==> config.mk <==
export PLATFORM = sky130hd
export DESIGN_NAME = max_pool_stream
export DESIGN_NICKNAME = d
export VERILOG_FILES = /design/src/rtl/dataformat_pkg.sv /design/src/rtl/max_pool_stream_partial_buf.sv /design/src/rtl/max_pool_stream.sv
export SDC_FILE = /design/constraint.sdc
export NUM_CORES = 1
export LEC_CHECK = 0
export ABC_CLOCK_PERIOD_IN_PS = 6150
export CORE_MARGIN = 2
export CORE_UTILIZATION = 60
export CTS_CLUSTER_SIZE = 24
export DETAILED_ROUTE_END_ITERATION = 8
export PLACE_DENSITY = 0.85
export REMOVE_ABC_BUFFERS = 1
export SYNTH_ARGS = -nofsm -noshare
export SYNTH_HDL_FRONTEND = slang
export SYNTH_SLANG_ARGS = --single-unit
==> constraint.sdc <==
create_clock -name clk -period 6.15 [get_ports clk]
set_clock_uncertainty 0.2 [all_clocks]
set_input_delay 0.615 -clock clk [delete_from_list [all_inputs] [get_ports clk]]
set_output_delay 0.615 -clock clk [all_outputs]
set_load 0.02 [all_outputs]
==> src/rtl/dataformat_pkg.sv <==
// Shared data format for the pooling path: value type, max and sizing helpers.
// POOL_SIGNED_EN selects two's-complement comparison in pool_max.
package dataformat;

    localparam int POOL_DW = 8;

    typedef logic [POOL_DW-1:0] pool_data_t;

    function automatic pool_data_t pool_max(
        input pool_data_t a,
        input pool_data_t b
    );
`ifdef POOL_SIGNED_EN
        return ($signed(a) > $signed(b)) ? a : b;
`else
        return (a > b) ? a : b;
`endif
    endfunction

    function automatic int ceil_half(input int n);
        return (n + 1) / 2;
    endfunction

endpackage

==> src/rtl/max_pool_stream_partial_buf.sv <==
// Partial-max register file, one entry per pooled column of the current row pair.
// Combinational read, single write port, cleared by reset.
module pool_partial_buf #(
    parameter int DEPTH  = 3,
    parameter int IDX_W  = 2,
    parameter int DATA_W = 8
) (
    input  logic              clk,
    input  logic              rst_n,
    input  logic              we,
    input  logic [IDX_W-1:0]  idx,
    input  logic [DATA_W-1:0] wdata,
    output logic [DATA_W-1:0] rdata
);

    logic [DATA_W-1:0] mem [DEPTH];

    always_ff @(posedge clk or negedge rst_n) begin
        if (!rst_n) begin
            for (int i = 0; i < DEPTH; i++) begin
                mem[i] <= '0;
            end
        end else if (we) begin
            mem[idx] <= wdata;
        end
    end

    assign rdata = mem[idx];

endmodule

==> src/rtl/max_pool_stream.sv <==
// Streaming 2x2 stride-2 max pool over a row-major, channel-major frame.
// Define POOL_SIGNED_EN for signed comparison (unsigned otherwise).
module max_pool_stream
    import dataformat::*;
#(
    parameter int DATA_W = 8,
    parameter int MAP_W  = 5,
    parameter int MAP_H  = 5,
    parameter int NUM_CH = 3,
    parameter int ADDR_W = 8
) (
    input  logic              clk,
    input  logic              rst_n,
    input  logic              in_valid,
    output logic              in_ready,
    input  logic [DATA_W-1:0] in_data,
    output logic              out_valid,
    input  logic              out_ready,
    output logic [DATA_W-1:0] out_data,
    output logic [ADDR_W-1:0] out_addr,
    output logic              frame_done
);

    localparam int PW  = ceil_half(MAP_W);
    localparam int PH  = ceil_half(MAP_H);
    localparam int CW  = (MAP_W > 1) ? $clog2(MAP_W) : 1;
    localparam int RW  = (MAP_H > 1) ? $clog2(MAP_H) : 1;
    localparam int HW  = (NUM_CH > 1) ? $clog2(NUM_CH) : 1;
    localparam int PIW = (PW > 1) ? $clog2(PW) : 1;
    localparam logic [ADDR_W-1:0] LAST = ADDR_W'(NUM_CH * PW * PH - 1);

    logic [CW-1:0]     col;
    logic [RW-1:0]     row;
    logic [HW-1:0]     ch;
    logic              accept;
    logic              col_last;
    logic              row_last;
    logic              ch_last;
    logic              win_start;
    logic              win_close;
    logic [PIW-1:0]    idx;
    logic [DATA_W-1:0] pmax;
    logic [DATA_W-1:0] new_max;
    logic [ADDR_W-1:0] addr_nxt;

    assign in_ready  = !out_valid || out_ready;
    assign accept    = in_valid && in_ready;
    assign col_last  = (col == CW'(MAP_W - 1));
    assign row_last  = (row == RW'(MAP_H - 1));
    assign ch_last   = (ch == HW'(NUM_CH - 1));
    assign win_start = !row[0] && !col[0];
    assign win_close = (col[0] || col_last) && (row[0] || row_last);
    assign idx       = PIW'(col >> 1);

    // A window start also covers the 1x1 edge window: the beat is the max.
    assign new_max = win_start ? in_data : pool_max(pmax, in_data);

    assign addr_nxt = ADDR_W'(ch) * ADDR_W'(PW * PH)
                    + ADDR_W'(row >> 1) * ADDR_W'(PW)
                    + ADDR_W'(col >> 1);

    pool_partial_buf #(
        .DEPTH  (PW),
        .IDX_W  (PIW),
        .DATA_W (DATA_W)
    ) u_buf (
        .clk   (clk),
        .rst_n (rst_n),
        .we    (accept),
        .idx   (idx),
        .wdata (new_max),
        .rdata (pmax)
    );

    always_ff @(posedge clk or negedge rst_n) begin
        if (!rst_n) begin
            col <= '0;
            row <= '0;
            ch  <= '0;
        end else if (accept) begin
            if (col_last) begin
                col <= '0;
                if (row_last) begin
                    row <= '0;
                    ch  <= ch_last ? '0 : ch + 1'b1;
                end else begin
                    row <= row + 1'b1;
                end
            end else begin
                col <= col + 1'b1;
            end
        end
    end

    // Output register refills on the same edge it drains.
    always_ff @(posedge clk or negedge rst_n) begin
        if (!rst_n) begin
            out_valid  <= 1'b0;
            out_data   <= '0;
            out_addr   <= '0;
            frame_done <= 1'b0;
        end else begin
            frame_done <= out_valid && out_ready && (out_addr == LAST);
            if (accept && win_close) begin
                out_valid <= 1'b1;
                out_data  <= new_max;
                out_addr  <= addr_nxt;
            end else if (out_ready) begin
                out_valid <= 1'b0;
            end
        end
    end

endmodule

==> results of run 1 <==
==> synthesized netlist by cell type, types with 2 or more instances <==
master / count / share of area [%]
sky130_fd_sc_hd__nor2_1: 4 / 0.57
sky130_fd_sc_hd__o21ai_0: 19 / 3.6
sky130_fd_sc_hd__nand2b_1: 3 / 0.72
sky130_fd_sc_hd__clkbuf_1: 8 / 1.1
sky130_fd_sc_hd__fa_1: 4 / 3.1
sky130_fd_sc_hd__xnor2_1: 2 / 0.67
sky130_fd_sc_hd__or3_1: 2 / 0.48
sky130_fd_sc_hd__dfrtp_1: 48 / 46
sky130_fd_sc_hd__mux2_2: 25 / 11
sky130_fd_sc_hd__a21o_1: 3 / 0.86
sky130_fd_sc_hd__o31ai_1: 9 / 2.6
sky130_fd_sc_hd__nand3_1: 2 / 0.38
sky130_fd_sc_hd__ha_1: 15 / 7.2
sky130_fd_sc_hd__inv_1: 12 / 1.7
sky130_fd_sc_hd__nor2b_1: 3 / 0.72
sky130_fd_sc_hd__buf_4: 3 / 0.86
sky130_fd_sc_hd__nand4_1: 2 / 0.48
sky130_fd_sc_hd__nor3_1: 9 / 1.7
sky130_fd_sc_hd__mux2i_1: 8 / 3.1
sky130_fd_sc_hd__nand2_1: 38 / 5.4
sky130_fd_sc_hd__buf_1: 2 / 0.29
sky130_fd_sc_hd__a21oi_1: 16 / 3.1
==> worst paths after layout <==
| path | startpoint | endpoint | slack, ns | cells after the start |
|---|---|---|---|---|
| hold / removal | rst_n | ch[1] | 0.29 | 1 |
| max in group asynchronous | rst_n | u_buf.mem[18] | 4.82 | 1 |
| hold reg to reg | out_data[0] | out_data[0] | 0.29 | 2 |
| setup / recovery | col[2] | u_buf.mem[5] | 1.88 | 9 |
| setup reg to reg | col[2] | u_buf.mem[5] | 1.88 | 9 |
| min in group clk | out_data[0] | out_data[0] | 0.29 | 2 |
==> layout make-up <==
type	instances	area, µm²
fillers	330	1260
multi-input cells	178	1320
clock buffers	7	96.3
repair buffers	28	275
well taps	52	65.1
clock inverters	1	30.0
flip-flops and latches	48	1200
inverters	12	45.0
==> cell families after synthesis <==
logic type / after synthesis
other cells: 1
xor+xnor: 3
flops: 48
compound gates: 53
mux: 33
simple gates: 68
fa+ha+maj: 19
buf+inv: 26
==> report_power, final <==
group          leakage (µW)  switching [µW]  internal [µW]
combinational      0.000689             481            381
sequential         0.000593             127            457
clock             0.0000645             103            143
==> flip-flops by register name (all words and copies together), names as in the netlist <==
register / flops
row: 3
out_data: 8
frame_done: 1
col: 3
out_addr: 6
u_buf.mem: 24
out_valid: 1
ch: 2
==> metrics by stage <==
step / std cells / instance area [µm²] / worst slack, ns
after floorplan: 238 / 2560 / 2.60
after global placement: 318 / 2900 / 2.17
after detailed placement: 318 / 2900 / 2.05
after CTS: 326 / 3030 / 1.97
after global routing: 326 / 3030 / 1.73
final: 326 / 3030 / 1.88
==> per-layer routing <==
layer  up-vias  share of wire (%)
met2        69                 49
met4         0                1.2
met1       904                 44
li1        921                  -
met5         -                  0
met3         8                5.8
==> flow_summary.json, run 1 <==
{
  "detail_route.first_pass.iterations": 4,
  "yosys.area_share.xor_xnor_pct": 1.00,
  "ys_async_sr_fraction_pct": 100,
  "vias": 1902,
  "hold-worst-slack_ns": 0.285,
  "slowest_delay_ns": 0.83,
  "critical_path.startpoint_type": "flop",
  "antenna-diode-count": 0,
  "ant_nets": 0,
  "synthesis.instances": 251,
  "initialDrtViolationCount": 144,
  "synthAdderAreaFrac_pct": 10.2,
  "clockRootBuffer": "sky130_fd_sc_hd__clkbuf_8",
  "yosysWarnings": 0,
  "cts_made_buffers": 5,
  "design.final.nets": 304,
  "cts_sinks": 48,
  "htree_levels": 2,
  "placement.io_buffers": 28,
  "worstPathArrival_ns": 4.26,
  "synth.mux.area_fraction_pct": 13.8,
  "power_density_mw_per_mm2": 559,
  "routed_wirelength_normalized_by_instance_count_um": 16.2,
  "track_usage_pct": 23.7,
  "dominant_combinational_cell_family_by_area_after_synthesis": "multiplexers",
  "maximum_number_of_pins_on_one_net_before_global_route_repair": 49,
  "routed_via_density": 5.83,
  "layout_min_cycle_time_ns": 4.27,
  "worst_max_slew_margin_expressed_relative_to_the_limit_pct": 31.0,
  "crit_fanout": 19,
  "cp-end-kind": "flop",
  "synth_area_in_compound_gates_pct": 12.9,
  "power_leakage_uw": 0.00135,
  "netlist_area_before_placement_mm2": 0.00262,
  "synthFlopType": "sky130_fd_sc_hd__dfrtp_1",
  "synth-edff-count": 0,
  "maxCapViolations": 0,
  "drc_errors": 0,
  "timing.setup.critical_path_class": "reg2reg",
  "timing_hold_violations_final": 0,
  "seq_area_frac_synth_pct": 45.8,
  "groute.layer.met3.usage_pct": 4.76,
  "fin_crit_sh_pct": 69.4,
  "area_growth_pct": 15.5,
  "required_ns": 6.14,
  "initial_antenna_violation_count": 0,
  "vdd_drop_max_uv": 252,
  "postRouteWirelength_mm": 5.27,
  "die_width_um": 70.1,
  "post_cts.repair.setup_buffers": 0,
  "met2_usage_pct": 37.0,
  "final_common_cell": "sky130_fd_sc_hd__dfrtp_1",
  "place.gp.congestion": 1.02,
  "fraction_of_final_layout_cells_sized_beyond_drive_strength_1_pct": 13.1,
  "setup_viol": 0,
  "die_h_um": 70.1,
  "cts.repair.resized": 0,
  "fmax_ghz": 0.234,
  "placement_rows": 24,
  "global_route.peak_usage_layer": "met2",
  "fin_tns_setup_ns": 0,
  "hp-class": "in2async",
  "yosys.cell_types.count": 36,
  "boundaryPins": 31,
  "overall_die_area_mm2": 0.00492,
  "post_synth_and_or_nand_nor_area_fraction_pct": 12.0,
  "grt_first_pass_wirelength_mm": 9.01,
  "status": "finished, final reports clean",
  "tritoncts": "built",
  "floorplan.core_area_mm2": 0.00429,
  "timing.critical_path.slowest_stage_cell": "sky130_fd_sc_hd__o31ai_1",
  "grt_setup_unrepaired": "no",
  "post_synth.cell_area_avg_um2": 10.5,
  "cts-root-to-sink-buffers": 2,
  "number_of_global_route_vias_before_repair": 1841,
  "cp_cell_sequence": "nor2b_1 -> nand2_1 -> o21ai_0 -> ha_1 -> a21oi_1 -> o21ai_0 -> o31ai_1 -> o2111a_1 -> mux2_2",
  "final-max-slew-violation-count": 0,
  "timing.critical_path.mode_cell": "sky130_fd_sc_hd__o21ai_0",
  "report.power.total_uw": 1690,
  "most_used_cells_in_the_layout_excluding_fill_and_tap_cells": "sky130_fd_sc_hd__dfrtp_1, sky130_fd_sc_hd__nand2_1, sky130_fd_sc_hd__clkdlybuf4s50_1, sky130_fd_sc_hd__mux2_2, sky130_fd_sc_hd__o21ai_0",
  "tightest_slew_ns": 1.03,
  "grt_overflow_total": 0,
  "number_of_hold_buffers_added_after_cts": 0,
  "worst_skew_pair.late_latency_ns": 0.30,
  "final_util_pct": 70.5,
  "hpwlAfterDp_mm": 3.81,
  "cp.buffers_inverters": 0,
  "cp_top_family": "compound AO/OA/AOI/OAI gates",
  "grt_util_met1_pct": 33.1,
  "ys_seq_elements": 48,
  "floorplan.initialDensity_pct": 61.1,
  "clkTransAtPathRegs_ns": 0.09
}
Note: power is estimated with default switching activity, not from simulation.
==> run 2, diff against run 1 <==
--- a/config.mk
+++ b/config.mk
@@ -5,12 +5,12 @@
 export SDC_FILE = /design/constraint.sdc
 export NUM_CORES = 1
 export LEC_CHECK = 0
-export ABC_CLOCK_PERIOD_IN_PS = 6150
+export ABC_CLOCK_PERIOD_IN_PS = 3700
 export CORE_MARGIN = 2
-export CORE_UTILIZATION = 60
+export CORE_UTILIZATION = 50
 export CTS_CLUSTER_SIZE = 24
 export DETAILED_ROUTE_END_ITERATION = 8
-export PLACE_DENSITY = 0.85
+export PLACE_DENSITY = 0.75
 export REMOVE_ABC_BUFFERS = 1
 export SYNTH_ARGS = -nofsm -noshare
 export SYNTH_HDL_FRONTEND = slang
==> constraint.sdc (replaced) <==
create_clock -name clk -period 3.7 [get_ports clk]
set_clock_uncertainty 0.2 [all_clocks]
set_input_delay 0.37 -clock clk [delete_from_list [all_inputs] [get_ports clk]]
set_output_delay 0.37 -clock clk [all_outputs]
set_load 0.02 [all_outputs]
==> flow_summary.json, run 2 (same netlist as run 1, synthesis figures left out) <==
{
  "initialDrtViolationCount": 104,
  "floorplan.initialDensity_pct": 51.7,
  "largest_reg_flops": 24,
  "power_density_mw_per_mm2": 914,
  "crit_fanout": 10,
  "report.power.total_uw": 2830,
  "layout_min_cycle_time_ns": 3.36,
  "placement.io_buffers": 28,
  "final_common_cell": "sky130_fd_sc_hd__dfrtp_1",
  "antenna-diode-count": 0,
  "worst_skew_pair.late_latency_ns": 0.31,
  "status": "finished, final reports clean",
  "routed_via_density": 5.41,
  "placedInstanceArea_mm2": 0.00301,
  "detail_route.first_pass.iterations": 4,
  "clkTransAtPathRegs_ns": 0.10,
  "fmax_ghz": 0.298,
  "routed_wirelength_normalized_by_instance_count_um": 14.9,
  "layout.cell_area.non_filler_mm2": 0.00310,
  "p_sw_share_pct": 42.6,
  "combined_area_of_the_multi_input_logic_cells_mm2": 0.00132,
  "cell_internal_pwr_uw": 1630,
  "placement_rows": 26,
  "layout_top_registers": "u_buf.mem x24, out_data x8, out_addr x6",
  "worstPathArrival_ns": 3.36,
  "maximum_number_of_pins_on_one_net_before_global_route_repair": 49,
  "cp-end-kind": "flop",
  "final-max-slew-violation-count": 0,
  "boundaryPins": 31,
  "die_width_um": 76.4,
  "slowest_delay_ns": 0.42,
  "grt_overflow_total": 0,
  "vdd_drop_max_uv": 383,
  "maxCapViolations": 0,
  "track_usage_pct": 19.7,
  "total_switching_power_uw": 1210,
  "vias": 1920,
  "r2r_slack_ns": 0.34,
  "clockRootBuffer": "sky130_fd_sc_hd__clkbuf_8",
  "number_of_hold_buffers_added_after_cts": 0,
  "htree_levels": 2,
  "number_of_global_route_vias_before_repair": 1873,
  "required_ns": 3.70,
  "grt_first_pass_wirelength_mm": 9.10,
  "critical_path.startpoint_type": "flop",
  "place.gp.congestion": 0.826,
  "hpwlAfterDp_mm": 3.95,
  "post_route_non_filler_standard_cell_count": 355,
  "cts-root-to-sink-buffers": 2,
  "tritoncts": "built",
  "timing_hold_violations_final": 0,
  "tightest_slew_ns": 1.04,
  "worst-r2r-cell-count": 10,
  "hp-class": "in2async",
  "overall_die_area_mm2": 0.00584,
  "floorplan.core_area_mm2": 0.00507,
  "cts_made_buffers": 5,
  "area_growth_pct": 18.2,
  "die_h_um": 76.4,
  "most_used_cells_in_the_layout_excluding_fill_and_tap_cells": "sky130_fd_sc_hd__dfrtp_1, sky130_fd_sc_hd__nand2_1, sky130_fd_sc_hd__clkdlybuf4s50_1, sky130_fd_sc_hd__mux2_2, sky130_fd_sc_hd__o21ai_0",
  "worst_max_slew_margin_expressed_relative_to_the_limit_pct": 30.8,
  "ant_nets": 0,
  "cts.repair.resized": 0,
  "power_leakage_uw": 0.00138,
  "post_cts.repair.setup_buffers": 0,
  "r2r-end": "u_buf.mem[12]",
  "timing.critical_path.slowest_stage_cell": "sky130_fd_sc_hd__dfrtp_1",
  "largest-register": "u_buf.mem",
  "worst_r2r_start": "col[2]",
  "fin_crit_sh_pct": 90.8,
  "register_area_mm2": 0.00120,
  "initial_antenna_violation_count": 0,
  "cts_sinks": 48,
  "placedCellCount": 347,
  "fraction_of_final_layout_cells_sized_beyond_drive_strength_1_pct": 16.5,
  "design.final.nets": 315,
  "drc_errors": 0,
  "postRouteWirelength_mm": 5.28,
  "timing.setup.critical_path_class": "reg2reg",
  "fin_tns_setup_ns": 0,
  "share_comb_of_total_power_pct": 56.2,
  "nFillCells": 431,
  "cp_cell_sequence": "buf_4 -> mux2i_1 -> o21ai_0 -> ha_1 -> a21oi_1 -> o21ai_0 -> o31a_1 -> buf_4 -> a21oi_2 -> mux2_2",
  "power_frac_clock_pct": 11.7,
  "seqPwrFrac_pct": 32.1,
  "setup_viol": 0,
  "grt_setup_unrepaired": "no"
}
## run 2: area by class of cell
cell class	count	share of cell area (%)
Clock inverter	3	0.807
Multi-Input combinational cell	178	42.4
Inverter	12	1.45
Clock buffer	5	2.22
Timing Repair Buffer	39	11.5
Tap cell	70	2.82
Sequential cell	48	38.7
## run 2: critical path: cells and delay by family (launching register included)
| kind | cells | cell delay, ns |
|---|---|---|
| mux | 2 | 0.52 |
| fa+ha+maj | 1 | 0.32 |
| flops | 1 | 0.42 |
| compound gates | 5 | 1.42 |
| buf+inv | 2 | 0.38 |
## run 2: worst max path at each step
stage	from	to	slack, ns
finish	col[2]	u_buf.mem[12]	0.34
floorplan	col[2]	u_buf.mem[16]	0.15
CTS	col[2]	u_buf.mem[20]	0.35
detailed placement	in_data[7]	u_buf.mem[12]	0.34
global placement	in_data[7]	u_buf.mem[12]	0.41
global route	col[2]	u_buf.mem[20]	0.14
## run 2: metal layers
| metal | track usage, % | up-vias | wire (µm) |
|---|---|---|---|
| met1 | 27.5 | 913 | 2540 |
| met5 | 0 | - | 0 |
| met4 | 7.82 | 0 | 112 |
| met3 | 3.91 | 10 | 281 |
| li1 | - | 942 | - |
| met2 | 30.3 | 55 | 2350 |
## run 2: power by group through the flow
stage | logic, µW | registers, µW | clock network [µW]
6_report | 1590 | 911 | 331
2_1_floorplan | 947 | 1000 | 0
3_5_place_dp | 1590 | 920 | 0
4_1_cts | 1600 | 910 | 344
3_3_place_gp | 1540 | 913 | 0
5_1_grt | 1790 | 942 | 368
## run 2: through the flow
stage,utilization [%],worst slack (ns),hold WS [ns]
after floorplan,-,0.149,-0.126
after global placement,59.3,0.408,0.263
after detailed placement,59.3,0.341,0.265
after CTS,61.1,0.347,0.0680
after global routing,61.1,0.142,0.128
final,61.1,0.339,0.0363
==> run 3, diff against run 2 <==
--- a/config.mk
+++ b/config.mk
@@ -5,7 +5,9 @@
 export SDC_FILE = /design/constraint.sdc
 export NUM_CORES = 1
 export LEC_CHECK = 0
+export ABC_AREA = 0
 export ABC_CLOCK_PERIOD_IN_PS = 3700
+export CAP_MARGIN = 20
 export CORE_MARGIN = 2
 export CORE_UTILIZATION = 50
 export CTS_CLUSTER_SIZE = 24
==> flow_summary.json, run 3 (same netlist as run 1, synthesis figures left out) <==
{
  "cp_cell_sequence": "buf_4 -> mux2i_1 -> o21ai_0 -> ha_1 -> a21oi_1 -> o21ai_0 -> o31a_1 -> buf_4 -> a21oi_2 -> mux2_2",
  "placement.io_buffers": 28,
  "clockRootBuffer": "sky130_fd_sc_hd__clkbuf_8",
  "design.final.nets": 317,
  "cp-end-kind": "flop",
  "worst_skew_pair.late_latency_ns": 0.31,
  "fin_tns_setup_ns": 0,
  "placement_rows": 26,
  "setup_viol": 0,
  "track_usage_pct": 19.7,
  "hp-class": "reg2reg",
  "die_h_um": 76.4,
  "required_ns": 3.70,
  "power_leakage_uw": 0.00139,
  "cts_made_buffers": 5,
  "maximum_number_of_pins_on_one_net_before_global_route_repair": 49,
  "clkTransAtPathRegs_ns": 0.10,
  "timing.setup.critical_path_class": "reg2reg",
  "detail_route.first_pass.iterations": 4,
  "area_growth_pct": 19.4,
  "postRouteWirelength_mm": 5.32,
  "tritoncts": "built",
  "timing.critical_path.slowest_stage_cell": "sky130_fd_sc_hd__a21oi_2",
  "maxCapViolations": 0,
  "overall_die_area_mm2": 0.00584,
  "power_density_mw_per_mm2": 906,
  "vias": 1935,
  "grt_first_pass_wirelength_mm": 9.10,
  "grt_overflow_total": 0,
  "cts_sinks": 48,
  "routed_via_density": 5.42,
  "most_used_cells_in_the_layout_excluding_fill_and_tap_cells": "sky130_fd_sc_hd__dfrtp_1, sky130_fd_sc_hd__nand2_1, sky130_fd_sc_hd__clkdlybuf4s50_1, sky130_fd_sc_hd__mux2_2, sky130_fd_sc_hd__o21ai_0",
  "fraction_of_final_layout_cells_sized_beyond_drive_strength_1_pct": 16.7,
  "cp.buffers_inverters": 2,
  "final_common_cell": "sky130_fd_sc_hd__dfrtp_1",
  "report.power.total_uw": 2840,
  "boundaryPins": 31,
  "cts.repair.resized": 0,
  "tightest_slew_ns": 0.721,
  "cp_top_family": "compound AO/OA/AOI/OAI gates",
  "initialDrtViolationCount": 115,
  "ant_nets": 0,
  "cts-root-to-sink-buffers": 2,
  "layout_top_registers": "u_buf.mem x24, out_data x8, out_addr x6",
  "largest_reg_flops": 24,
  "fmax_ghz": 0.298,
  "drc_errors": 0,
  "worst_max_slew_margin_expressed_relative_to_the_limit_pct": 51.9,
  "antenna-diode-count": 0,
  "timing_hold_violations_final": 0,
  "initial_antenna_violation_count": 0,
  "grt_setup_unrepaired": "no",
  "largest-register": "u_buf.mem",
  "routed_wirelength_normalized_by_instance_count_um": 14.9,
  "nFillCells": 426,
  "hpwlAfterDp_mm": 3.95,
  "place.gp.congestion": 0.826,
  "status": "finished, final reports clean",
  "floorplan.initialDensity_pct": 51.7,
  "number_of_global_route_vias_before_repair": 1873,
  "crit_fanout": 10,
  "layout_min_cycle_time_ns": 3.36,
  "final-max-slew-violation-count": 0,
  "floorplan.core_area_mm2": 0.00507,
  "slowest_delay_ns": 0.43,
  "htree_levels": 2,
  "worstPathArrival_ns": 3.36,
  "critical_path.startpoint_type": "flop",
  "vdd_drop_max_uv": 382,
  "die_width_um": 76.4,
  "fin_crit_sh_pct": 90.8
}
run 3: cell count changes in the layout (fill, tap and decap cells not counted), sizes merged:
cell	previous run	this run
buf	12	13
dlygate4sd3	0	1
run 3: timing repair:
item                      CTS  global route
setup buffers               0             0
hold buffers                0             1
hold endpoints to repair    0            16
run 3: per-layer routing:
layer / up-vias / share of wire (%) / GRT usage (%)
met2: 58 / 45 / 30.3
met5: - / 0 / 0
met3: 10 / 6.0 / 3.91
met1: 919 / 47 / 27.5
met4: 0 / 2.0 / 7.82
li1: 948 / - / -
run 3: cell type report:
class	count	area (µm²)	area share, %
multi-input combinational	178	1320	42.0
sequential	48	1200	38.4
timing repair buffer	41	388	12.4
tap	70	87.6	2.80
clock buffer	5	68.8	2.20
inverter	12	45.0	1.44
clock inverter	3	25.0	0.799
run 3: worst min-delay path, delay by kind of cell, from the launching register on:
family / cells / cell delay, ns
AOI/OAI and AO/OA: 1 / 0.05
DFF: 1 / 0.35
and+or+nand+nor: 1 / 0.05
run 3: final timing paths:
kind | from | to | slack (ns) | cells after the start
min in group asynchronous | rst_n | out_data[1] | 0.30 | 2
max in group asynchronous | rst_n | u_buf.mem[18] | 2.49 | 3
max reg2reg | col[2] | u_buf.mem[12] | 0.34 | 10
min | out_data[2] | out_data[2] | 0.28 | 2
max | col[2] | u_buf.mem[12] | 0.34 | 10
min reg2reg | out_data[2] | out_data[2] | 0.28 | 2
run 3: metrics by stage:
| step | util [%] | worst slack [ns] | instance area [µm²] | std cells | hold slack [ns] |
|---|---|---|---|---|---|
| final | 61.7 | 0.340 | 3130 | 357 | 0.283 |
| after global routing | 61.7 | 0.142 | 3130 | 357 | 0.330 |
| after CTS | 61.1 | 0.347 | 3100 | 355 | 0.0680 |
| after detailed placement | 59.3 | 0.341 | 3010 | 347 | 0.265 |
| after global placement | 59.3 | 0.408 | 3010 | 347 | 0.263 |
| after floorplan | - | 0.149 | 2560 | 238 | -0.126 |
run 3: where the power goes:
group | total, µW | switching (µW) | internal (µW) | leakage [µW]
Clock | 331 | 193 | 138 | 0.0000452
Combinational | 1600 | 865 | 730 | 0.000757
Sequential | 911 | 150 | 760 | 0.000593
Total | 2840 | 1210 | 1630 | 0.00139
